`src/rtl/cpu_sram_arbiter_pkg.sv`:
```
// rtl/cpu_sram_arbiter_pkg.sv - shared encodings for the CPU SRAM-like port arbiter
package cpu_sram_arbiter_pkg;

  typedef enum logic {
    ARB_FREE = 1'b0,
    ARB_HOLD = 1'b1
  } arb_state_e;

  localparam logic OWNER_INST = 1'b0;
  localparam logic OWNER_DATA = 1'b1;

endpackage

```
`src/rtl/cpu_sram_arbiter_owner_fifo.sv`:
```
// rtl/cpu_sram_arbiter_owner_fifo.sv - in-order 1-bit owner FIFO for outstanding transactions
module owner_fifo #(
  parameter int DEPTH = 2
) (
  input  logic clk,
  input  logic resetn,
  input  logic push,
  input  logic pop,
  input  logic din,
  output logic dout,
  output logic full,
  output logic empty
);

  localparam int AW = (DEPTH > 1) ? $clog2(DEPTH) : 1;
  localparam logic [AW:0] L_FULL_CNT = (AW + 1)'(DEPTH);

  logic [DEPTH-1:0] r_mem;
  logic [AW-1:0]    r_wr_ptr;
  logic [AW-1:0]    r_rd_ptr;
  logic [AW:0]      r_count;
  logic             w_push;
  logic             w_pop;

  assign full   = (r_count == L_FULL_CNT);
  assign empty  = (r_count == '0);
  assign dout   = r_mem[r_rd_ptr];
  assign w_push = push && !full;
  assign w_pop  = pop && !empty;

  // Full is taken from the registered count, so a same-cycle pop never frees room for a push.
  always_ff @(posedge clk or negedge resetn) begin
    if (!resetn) begin
      r_mem    <= '0;
      r_wr_ptr <= '0;
      r_rd_ptr <= '0;
      r_count  <= '0;
    end else begin
      if (w_push) begin
        r_mem[r_wr_ptr] <= din;
        r_wr_ptr        <= r_wr_ptr + 1'b1;
      end
      if (w_pop) begin
        r_rd_ptr <= r_rd_ptr + 1'b1;
      end
      case ({w_push, w_pop})
        2'b10:   r_count <= r_count + 1'b1;
        2'b01:   r_count <= r_count - 1'b1;
        default: r_count <= r_count;
      endcase
    end
  end

endmodule

```
`src/rtl/cpu_sram_arbiter.sv`:
```
// rtl/cpu_sram_arbiter.sv - round-robin arbiter sharing one SRAM-like port between inst and data
module cpu_sram_arbiter
  import cpu_sram_arbiter_pkg::*;
#(
  parameter int MAX_OUT = 2
) (
  input  logic        clk,
  input  logic        resetn,
  input  logic        inst_req,
  input  logic        inst_wr,
  input  logic [1:0]  inst_size,
  input  logic [31:0] inst_addr,
  input  logic [3:0]  inst_wstrb,
  input  logic [31:0] inst_wdata,
  output logic        inst_addr_ok,
  output logic        inst_data_ok,
  output logic [31:0] inst_rdata,
  input  logic        data_req,
  input  logic        data_wr,
  input  logic [1:0]  data_size,
  input  logic [31:0] data_addr,
  input  logic [3:0]  data_wstrb,
  input  logic [31:0] data_wdata,
  output logic        data_addr_ok,
  output logic        data_data_ok,
  output logic [31:0] data_rdata,
  output logic        mem_req,
  output logic        mem_wr,
  output logic [1:0]  mem_size,
  output logic [31:0] mem_addr,
  output logic [3:0]  mem_wstrb,
  output logic [31:0] mem_wdata,
  input  logic        mem_addr_ok,
  input  logic        mem_data_ok,
  input  logic [31:0] mem_rdata,
  output logic        err_orphan
);

  arb_state_e r_state;
  logic       r_held_sel;
  logic       r_last_grant;
  logic       r_err_orphan;

  logic w_free_sel;
  logic w_sel_data;
  logic w_sel_req;
  logic w_grant;
  logic w_pop;
  logic w_head;
  logic w_full;
  logic w_empty;

  // Data wins a tie unless it was the last side granted.
  assign w_free_sel = data_req && (!inst_req || r_last_grant == OWNER_INST);
  assign w_sel_data = (r_state == ARB_HOLD) ? r_held_sel : w_free_sel;
  assign w_sel_req  = w_sel_data ? data_req : inst_req;

  assign mem_req   = resetn && w_sel_req && !w_full;
  assign mem_wr    = w_sel_data ? data_wr    : inst_wr;
  assign mem_size  = w_sel_data ? data_size  : inst_size;
  assign mem_addr  = w_sel_data ? data_addr  : inst_addr;
  assign mem_wstrb = w_sel_data ? data_wstrb : inst_wstrb;
  assign mem_wdata = w_sel_data ? data_wdata : inst_wdata;

  assign w_grant      = mem_req && mem_addr_ok;
  assign data_addr_ok = w_grant && w_sel_data;
  assign inst_addr_ok = w_grant && !w_sel_data;

  assign w_pop        = resetn && mem_data_ok && !w_empty;
  assign data_data_ok = w_pop && (w_head == OWNER_DATA);
  assign inst_data_ok = w_pop && (w_head == OWNER_INST);
  assign inst_rdata   = mem_rdata;
  assign data_rdata   = mem_rdata;
  assign err_orphan   = r_err_orphan;

  owner_fifo #(
    .DEPTH (MAX_OUT)
  ) u_owner_fifo (
    .clk    (clk),
    .resetn (resetn),
    .push   (w_grant),
    .pop    (w_pop),
    .din    (w_sel_data),
    .dout   (w_head),
    .full   (w_full),
    .empty  (w_empty)
  );

  always_ff @(posedge clk or negedge resetn) begin
    if (!resetn) begin
      r_state      <= ARB_FREE;
      r_held_sel   <= OWNER_INST;
      r_last_grant <= OWNER_INST;
    end else begin
      case (r_state)
        ARB_FREE: begin
          if (mem_req && !mem_addr_ok) begin
            r_state    <= ARB_HOLD;
            r_held_sel <= w_sel_data;
          end
        end
        ARB_HOLD: begin
          if (w_grant) r_state <= ARB_FREE;
        end
        default: r_state <= ARB_FREE;
      endcase
      if (w_grant) r_last_grant <= w_sel_data;
    end
  end

  always_ff @(posedge clk or negedge resetn) begin
    if (!resetn) begin
      r_err_orphan <= 1'b0;
    end else if (mem_data_ok && w_empty) begin
      r_err_orphan <= 1'b1;
    end
  end

endmodule

```
`config.mk`:
```
export PLATFORM = sky130hd
export DESIGN_NAME = cpu_sram_arbiter
export DESIGN_NICKNAME = d
export VERILOG_FILES = /design/src/rtl/cpu_sram_arbiter_pkg.sv /design/src/rtl/cpu_sram_arbiter_owner_fifo.sv /design/src/rtl/cpu_sram_arbiter.sv
export SDC_FILE = /design/constraint.sdc
export NUM_CORES = 1
export LEC_CHECK = 0
export ABC_CLOCK_PERIOD_IN_PS = 2100
export CAP_MARGIN = 10
export CORE_AREA = 2 2 124 126
export CTS_CLUSTER_DIAMETER = 50
export DETAILED_ROUTE_END_ITERATION = 16
export DIE_AREA = 0 0 126 128
export GPL_ROUTABILITY_DRIVEN = 0
export SLEW_MARGIN = 10
export SYNTH_ARGS = -nofsm -noshare
export SYNTH_HDL_FRONTEND = slang
export SYNTH_SLANG_ARGS = --single-unit
```
`constraint.sdc`:
```
create_clock -name clk -period 2.1 [get_ports clk]
set_input_delay 0.42 -clock clk [delete_from_list [all_inputs] [get_ports clk]]
set_output_delay 0.42 -clock clk [all_outputs]
set_load 0.005 [all_outputs]
```
==> metrics <==
outcome complete, but fails checks; failing checks setup timing; minimum clock period 2440 ps; Final setup viols 74; synthesized area per cell 9.774 µm²; Post-Syn Nets 372; drt total wl 10.56 mm; vias per inst 3.758; worst hold slack 413.2 ps; Synth Cell Area 1867 µm²; crit path DAT 2020 ps; cells after synthesis 191; Psw 1.767 mW; area share of the largest cell type after synthesis 42.83%; Pint 3.783 mW; Clock Skew 5.204 ps; Final nets 591; Synth area leaders mux2_2 (43%), buf_4 (28%), dfrtp_1 (13%); wire per inst 17.71 µm; Clock Sink Count 10; Yosys warning count 0; CP most frequent cell buf_6; first-iteration detailed-routing DRC count 16; Largest delay share family, worst path buffers and inverters; Hold Path Class input pin to asynchronous set/reset pin; Overflow after GRT 0; Sw Ratio 31.84%; max_cap viols 0; CP Depth 11; Pwr Density 1172 nW/µm²; Clk pin slew, worst setup/hold paths 40 ps; sequential share of power 6.7%; Final Power 5.550 mW; Initial Util 12.56%; Longest Clk Path Bufs 2; CP Max Fanout 6; placed wire-length estimate 7.887 mm; count leader, synth mux2_2; largest net degree at the start of global routing 41; max incr delay on CP 400 ps; combinational power share 87.5%; root buf cell clkbuf_16; CP endpoint kind output port; # IOs 321; CTS Hold Bufs 0; Clock power frac 5.8%; critical path buffer and inverter count 7; die width 126 µm; LEAKAGE 2.235 nW; RSZ-0062 raised after global routing yes; CTS tree done; Die Y 128 µm; core box area 14860 µm²; Fillers 1548; global-route usage over all layers 10.68%; slowest library cell on the worst path dfrtp_1; Fmax 0.4099 GHz; total CTS buffers 3; Post-DRT Antenna Nets 0; final worst-path setup slack -339.9 ps; Synth area leader mux2_2; number of global-route vias before repair 2294; Final Hold Fails 0; Placed Cells 549; row count 45; worst-margin pin slew 287.8 ps; number of flops mapped to enable cells by yosys 0; crit-path cells nand2_1 > nand2_2 > o21ai_4 > buf_12 > buf_12 > buf_12 > buf_6 > buf_6 > buf_6 > mux2_4 > buf_6; Unique masters post-synth 26; DRC 0; Worst slew margin 80.73%; first-pass GRT wire length 13.17 mm; Clk Latency, worst-skew pair 230 ps; commonest cells in the synthesized netlist mux2_2 (71), buf_4 (69), dfrtp_1 (10), nor2_1 (6); # diodes 0; number of synthesized register bits 10; share of cells above drive strength 1 46.08%; DR pass1 iterations 3; share of flip-flops with an asynchronous set or reset 100.0%; input/output buffers 224; Reg2Reg Depth 10; Non-Filler Instances 596; Die Footprint 16130 µm²; final period utilization 116.2%; Max Slew Vio Count 0; initial antenna violation count 0; startpoint class of the critical path flop; via count 2240; H-Tree Depth 1; worst setup path category flop to output port; pre-CTS WS -695.6 ps; top_reg_cell synth dfrtp_1; Worst EP required 1680 ps; post-synthesis sequential area ratio 13.40%; Area growth syn-to-layout 153.6%; Peak supply drop 421.3 µV
area by class of cell:
class	instances	area [µm²]	share of cell area [%]
clock buffers	3	75.07	1.586
well taps	188	235.2	4.968
multi-input cells	105	1229	25.95
inverters	3	11.26	0.2378
repair buffers	287	2933	61.94
flip-flops and latches	10	251.5	5.312
layout by cell type, fill, tap and decap left out, types with 7 or more instances in the layout:
cell type,instances
dlygate4sd2_1,23
dlymetal6s2s_1,16
buf_12,7
buf_6,43
dfrtp_1,9
mux2_4,36
buf_4,33
mux2_2,37
clkbuf_2,11
clkdlybuf4s50_1,145
routing by layer:
layer  part of all wire [%]  vias up  GRT usage (%)
li1                       -     1034              -
met1                     33     1011          10.66
met2                     56      172          21.60
met3                    9.7       23          3.088
met4                    1.5        0          2.392
met5                      0        -              0
per-stage QoR:
stage                     utilization (%)  area, µm²  TNS [ps]
after floorplan                         -       1867         0
after global routing                31.85       4735    -20770
after global placement              26.94       4004    -45780
final                               31.85       4735    -15350
after detailed placement            26.94       4004    -47550
after CTS                           30.60       4548    -22300
power groups by stage:
stage	combinational, mW	clock, mW	sequential, mW
after detailed placement	3.38	0	0.367
after CTS	4.56	0.331	0.369
after global routing	5.17	0.339	0.383
final	4.85	0.324	0.371
after global placement	3.35	0	0.363
after floorplan	1.58	0	0.357
worst reg2reg max path: stages, from the launching register on:
cell	delay (ps)
dfrtp_2	440
buf_6	130
buf_6	100
mux2_1	300
o2111a_2	300
nand2_4	70
buf_4	140
ha_4	140
xnor2_2	100
nor2_2	60
xor2_1	150
path summary, 6_finish.rpt:
path,end,slack [ps],start
setup / recovery,mem_addr[30],-340,r_last_grant
setup reg to reg,u_owner_fifo.r_count[1],50,flop
max in group asynchronous,asynchronous set/reset pin,1530,resetn
min in group clk,err_orphan,470,err_orphan
hold reg to reg,err_orphan,470,err_orphan
hold / removal,err_orphan,410,resetn
sequential cells by signal, indices dropped and copies added, names as in the netlist, named ones only:
name                   flops
r_last_grant               1
u_owner_fifo.r_wr_ptr      1
r_held_sel                 1
u_owner_fifo.r_rd_ptr      1
u_owner_fifo.r_mem         2
err_orphan                 1
u_owner_fifo.r_count       2
timing repair:
action                                  CTS  global route
pin swaps                                 2             8
setup buffers                            23            22
resized for setup                       225            62
endpoints found under the setup margin   77            76
cloned                                    3             5
cells by family after synthesis:
kind of cell | Yosys count | synth area share [%]
multiplexers | 77 | 46.65
buffers and inverters | 76 | 29.76
AND/OR/NAND/NOR | 15 | 4.290
flip-flops | 10 | 13.40
AO/OA/AOI/OAI | 7 | 2.882
XOR/XNOR | 5 | 2.346
adder cells (fa/ha/maj) | 1 | 0.6701
(Power assumes the default switching activity.)
